===== src/rtl/way_fill_demux.sv =====
// ---------------------------------------------------------------------------
// way_fill_demux
//
// Purpose:
//   This is the write-side partner of the L2 way-select read mux. It takes
//   one cache line from the memory fill bus as NBEATS narrow beats and builds
//   the full line in a local buffer. It then presents the line on a write-data
//   bus shared by all ways, with a single one-hot write enable that selects
//   the way chosen by the replacement logic.
//
// Ports:
//   clk          rising-edge clock
//   rst_n        asynchronous active-low reset
//   fill_start   request to begin a fill; only sampled while idle
//   fill_way     target way, latched when a fill starts
//   beat_valid   beat_data carries a valid beat
//   beat_data    one beat of fill data (beat 0 = least-significant slice)
//   beat_ready   beats are accepted this cycle (collect phase)
//   way_wr_en    one-hot way write enable, high only in the write cycle
//   way_wr_data  assembled line; consumers qualify it with way_wr_en
//   busy         high whenever a fill is in progress
//   fill_done    one-cycle pulse in the write cycle
//   fill_err     pulses with fill_done when the latched way does not exist
// ---------------------------------------------------------------------------
module way_fill_demux #(
  parameter int lineSize  = 512,
  parameter int ways      = 8,
  parameter int beatWidth = 64
) (
  input  logic                     clk,
  input  logic                     rst_n,
  input  logic                     fill_start,
  input  logic [$clog2(ways)-1:0]  fill_way,
  input  logic                     beat_valid,
  input  logic [beatWidth-1:0]     beat_data,
  output logic                     beat_ready,
  output logic [ways-1:0]          way_wr_en,
  output logic [lineSize-1:0]      way_wr_data,
  output logic                     busy,
  output logic                     fill_done,
  output logic                     fill_err
);

  localparam int NBEATS = lineSize / beatWidth;
  localparam int CW     = (NBEATS > 1) ? $clog2(NBEATS) : 1;
  localparam int WW     = $clog2(ways);

  localparam logic [CW-1:0]   LAST_BEAT = CW'(NBEATS - 1);
  localparam logic [WW:0]     NUM_WAYS  = (WW + 1)'(ways);
  localparam logic [ways-1:0] ONE_WAY   = ways'(1);

  typedef enum logic [1:0] {
    IDLE    = 2'd0,
    COLLECT = 2'd1,
    WRITE   = 2'd2
  } state_e;

  state_e              state_q;
  logic [CW-1:0]       cnt_q;
  logic [WW-1:0]       way_q;
  logic [lineSize-1:0] line_q;
  logic                beat_ready_q;
  logic                busy_q;
  logic                done_q;
  logic                err_q;
  logic [ways-1:0]     wr_en_q;

  logic [ways-1:0]     wr_en_d;
  logic                err_d;

  // Decode the latched way into the enable that the coming write cycle will
  // use. A way number past the last way can only happen when ways is not a
  // power of two. In that case no way is enabled and the fill is flagged as
  // an error.
  always_comb begin
    wr_en_d = '0;
    err_d   = 1'b0;
    if ({1'b0, way_q} < NUM_WAYS) begin
      wr_en_d = ONE_WAY << way_q;
    end else begin
      err_d = 1'b1;
    end
  end

  // Main fill FSM. All outputs are registered and change along with the
  // state, so they always match the current state. The write-cycle outputs
  // are loaded on the same edge that accepts the last beat.
  always_ff @(posedge clk or negedge rst_n) begin
    if (!rst_n) begin
      state_q      <= IDLE;
      cnt_q        <= '0;
      way_q        <= '0;
      line_q       <= '0;
      beat_ready_q <= 1'b0;
      busy_q       <= 1'b0;
      done_q       <= 1'b0;
      err_q        <= 1'b0;
      wr_en_q      <= '0;
    end else begin
      done_q  <= 1'b0;
      err_q   <= 1'b0;
      wr_en_q <= '0;
      case (state_q)
        IDLE: begin
          if (fill_start) begin
            way_q        <= fill_way;
            cnt_q        <= '0;
            state_q      <= COLLECT;
            beat_ready_q <= 1'b1;
            busy_q       <= 1'b1;
          end
        end
        COLLECT: begin
          if (beat_valid) begin
            // The slice written is chosen by the beat counter. The buffer is
            // never cleared between fills because every slice gets rewritten.
            for (int k = 0; k < NBEATS; k++) begin
              if (cnt_q == CW'(k)) begin
                line_q[k*beatWidth +: beatWidth] <= beat_data;
              end
            end
            cnt_q <= cnt_q + CW'(1);
            if (cnt_q == LAST_BEAT) begin
              state_q      <= WRITE;
              beat_ready_q <= 1'b0;
              done_q       <= 1'b1;
              err_q        <= err_d;
              wr_en_q      <= wr_en_d;
            end
          end
        end
        WRITE: begin
          state_q <= IDLE;
          busy_q  <= 1'b0;
        end
        default: begin
          state_q      <= IDLE;
          beat_ready_q <= 1'b0;
          busy_q       <= 1'b0;
        end
      endcase
    end
  end

  assign beat_ready  = beat_ready_q;
  assign busy        = busy_q;
  assign fill_done   = done_q;
  assign fill_err    = err_q;
  assign way_wr_en   = wr_en_q;
  assign way_wr_data = line_q;

endmodule


===== config.mk =====
export PLATFORM = sky130hd
export DESIGN_NAME = way_fill_demux
export DESIGN_NICKNAME = d
export VERILOG_FILES = /design/src/rtl/way_fill_demux.sv
export SDC_FILE = /design/constraint.sdc
export NUM_CORES = 1
export LEC_CHECK = 0
export ABC_AREA = 0
export ABC_CLOCK_PERIOD_IN_PS = 3300
export CORE_AREA = 3 3 230 232
export CTS_CLUSTER_DIAMETER = 60
export DETAILED_ROUTE_END_ITERATION = 10
export DIE_AREA = 0 0 233 235
export MAX_ROUTING_LAYER = met4
export PLACE_DENSITY = 0.67
export SLEW_MARGIN = 25
export SYNTH_ARGS = -nofsm -noshare
export SYNTH_HDL_FRONTEND = slang
export SYNTH_SLANG_ARGS = --single-unit

===== constraint.sdc =====
create_clock -name clk -period 3.3 [get_ports clk]
set_input_delay 0.33 -clock clk [delete_from_list [all_inputs] [get_ports clk]]
set_output_delay 0.33 -clock clk [all_outputs]
set_load 0.05 [all_outputs]

==> results.md <==
* Core area at 0.0512 sq mm
* Die height at 235 um
* Endpoint type of the worst setup path: flop
* Cell Rows at 83
* Setup CP Type: flop to flop
* CP bufs+invs at 2
* Multi-input logic area at 0.00639 sq mm
* Via density at about 4.9
* Critical path's slowest cell: dfrtp_1
* Vias at between 10000 and 15000
* CTS tree: built
* Number of max-cap violations at 0
* Multiplexer area fraction after synthesis at 0.301
* CP Depth at 5
* Starting DRT DRC Count at 481
* Adder-cell share of the synthesized area at 0.00375
* IO Port Bufs at 593
* Clock skew at 0.0153 ns
* Sequential cell area fraction in the yosys report at 0.663
* CTS resizes at 0
* Worst-Margin Slew at 0.693 ns
* Top cell type by total area after synthesis: dfrtp_1
* Clock transition at the registers of the reported paths at 0.06 ns
* Syn nets at 1235
* Synth Area in Compound Gates at 0.00331
* Die ar. at 0.0548 sq mm
* Post-Syn Area at 0.0200 sq mm
* Nets at between 1500 and 2000
* Max Slew Vio Count at 0
* CP arrival at 2.67 ns
* Unrepaired setup endpoints after global routing: no
* CTS sink count at 531
* Total CTS buffers at 56
* Post-synth top area share at 0.663
* Post-route minimum period at 2.20 ns
* Top_reg_cell synth: dfrtp_1
* Die W at 233 um
* Total Routing Usage GR at 0.221
* Synthesized area per cell at 17.3 sq um
* Post-Route WL at 59.6 mm
* Congestion Overflow GR at 0
* Drt wl/cell at approximately 24 um
* Main area contributors after synthesis: dfrtp_1 (66%), mux2_2 (25%), mux2_4 (4.5%), buf_2 (1.0%), mux2_1 (0.79%)
* Cell variety after synth at 32
* Critical Path RT at around 3.8 ns
* FF-to-FF path depth at 5
* Setup-failing EPs final at 0
* Slew margin rel. at 0.538
* Final hold viol count at 0
* H-tree Lvls at 2
* DP HPWL at 41.0 mm
* Final Cycle Share at 0.668
* Vias in the first global route at 13369
* Largest family of logic cells by synthesized area: multiplexers
* FMAX at between 400 and 500 MHz
* Drt first pass iters at 4
* Routability cong. at 0.818
* Synth Area in Simple Gates at 0.00999
* Worst Hold Class: input pin to asynchronous set/reset pin
* Layout cell share with drive strength beyond 1 at 0.344
* Ys Warns at 0
* Longest Clk Path Bufs at 3
* Xor and xnor area share after synthesis at 0
* CP cell instances: inv_1 > ha_1 > nand4_1 > buf_4 > mux2_2
* Critical path startpoint category: flop
* Largest net degree at the start of global routing at 84
* Ys async rst share at 1.00
* Clk Latency, worst-skew pair at 0.59 ns
* Setup TNS at 0 ns
* Yosys reg bits at about 530
* Delay-heaviest family, CP: buffers and inverters
* Sequential Area at 0.0133 sq mm
* Starting density of the core at 0.392
* WHS at 0.320 ns
* Slowest stage delay, CP at 0.59 ns
* Post-synth EDFFs at 0
* Initial antenna violation count at 2
* Fillcell total at 4115
* Synth Instances at 1158
* Status: finished, final reports clean
* Crit path max fanout at 34
* R2R Setup Slk at approximately 1.1 ns
* Number of I/O pins at between 500 and 600
* First-pass GRT wire length at 89.0 mm
* Detail Route Antenna Nets at 0
* DRC viols at 0
* Clk root buf: clkbuf_16
* Synth-to-layout area growth at 43.8%
==> metal layers <==
layer / share of wire / track usage
met1: 0.41 / 0.272
met3: 0.073 / 0.0629
met2: 0.48 / 0.352
met5: 0 / -
met4: 0.034 / 0.0735
==> stage by stage <==
stage,setup slack (ns),util,area (sq um),std cells
2_1_floorplan,1.55,-,20000,1158
3_3_place_gp,0.832,0.524,26800,2403
3_5_place_dp,0.779,0.524,26800,2403
4_1_cts,1.06,0.563,28800,2507
5_1_grt,1.02,0.563,28800,2509
6_report,1.10,0.563,28800,2509
==> worst reg2reg max path, cell delays in order, from the launching register on <==
cell and delay (ns):
dfrtp_1 0.59, inv_1 0.15, ha_1 0.23, nand4_1 0.10, buf_4 0.52, mux2_2 0.51
==> what timing repair did <==
| item | 4_1_cts | 5_1_grt |
|---|---|---|
| buffers inserted | 0 | 0 |
| hold buffers | 1 | 0 |
| hold endpoints to repair | 74 | 0 |
==> flip-flops by register name, summed over array words and instances (netlist names) <==
signal       flops
way_q            3
way_wr_data    512
cnt_q            3
state_q          2
way_wr_en        8
busy             1
beat_ready       1
fill_done        1
==> layout by cell type, fill, tap and decap left out, types with 2 or more instances in the layout <==
cell / n
buf_12: 11
nor2_1: 4
nand3_1: 2
inv_8: 2
clkbuf_16: 57
clkinvlp_4: 2
inv_1: 7
a22o_1: 3
ha_1: 6
nor3_4: 3
mux2_2: 441
mux2_4: 60
clkdlybuf4s50_1: 592
dfrtp_1: 531
nor2_4: 2
nand2_1: 7
bufinv_16: 5
nand2b_1: 3
buf_4: 15
nor3_1: 4
o21ai_0: 2
clkbuf_8: 20
clkinv_2: 7
mux2_1: 14
clkbuf_1: 11
a21oi_1: 2
diode_2: 2
==> cell usage after synthesis, drive strengths merged, types with 2 or more instances <==
master / instances
nand2b: 4
nand2: 7
mux2: 515
nor3: 7
a22o: 3
nand3: 2
inv: 8
nor2: 6
o21ai: 2
buf: 54
dfrtp: 531
a21oi: 2
ha: 6
==> logic make-up (layout without fill, tap and decap cells) <==
kind of cell	count (synthesis)	in the layout
other	1	3
AOI/OAI and AO/OA	10	10
adders and majority gates	6	6
buffers and inverters	62	731
muxes	516	516
and+or+nand+nor	32	32
DFF	531	531
==> worst paths after layout <==
path | from | endpoint
worst max-delay path | cnt_q[2] | way_wr_data[219]
worst max register to register | cnt_q[2] | way_wr_data[219]
worst min-delay path | rst_n | way_wr_data[234]
min in group clk | fill_way[0] | way_q[0]
worst min register to register | way_wr_data[103] | way_wr_data[103]
max in group asynchronous | rst_n | way_wr_data[12]
==> area by class of cell <==
type                       instances  area share
clock buffer                      88      0.0605
multi-input combinational        565       0.222
sequential                       531       0.461
clock inverter                    15     0.00756
antenna                            2    0.000174
tap                              680      0.0295
inverter                           8     0.00109
timing repair buffer             620       0.218
Power is not shown: default switching activity piles up to over one toggle a cycle in this logic, so the estimate is an artifact.
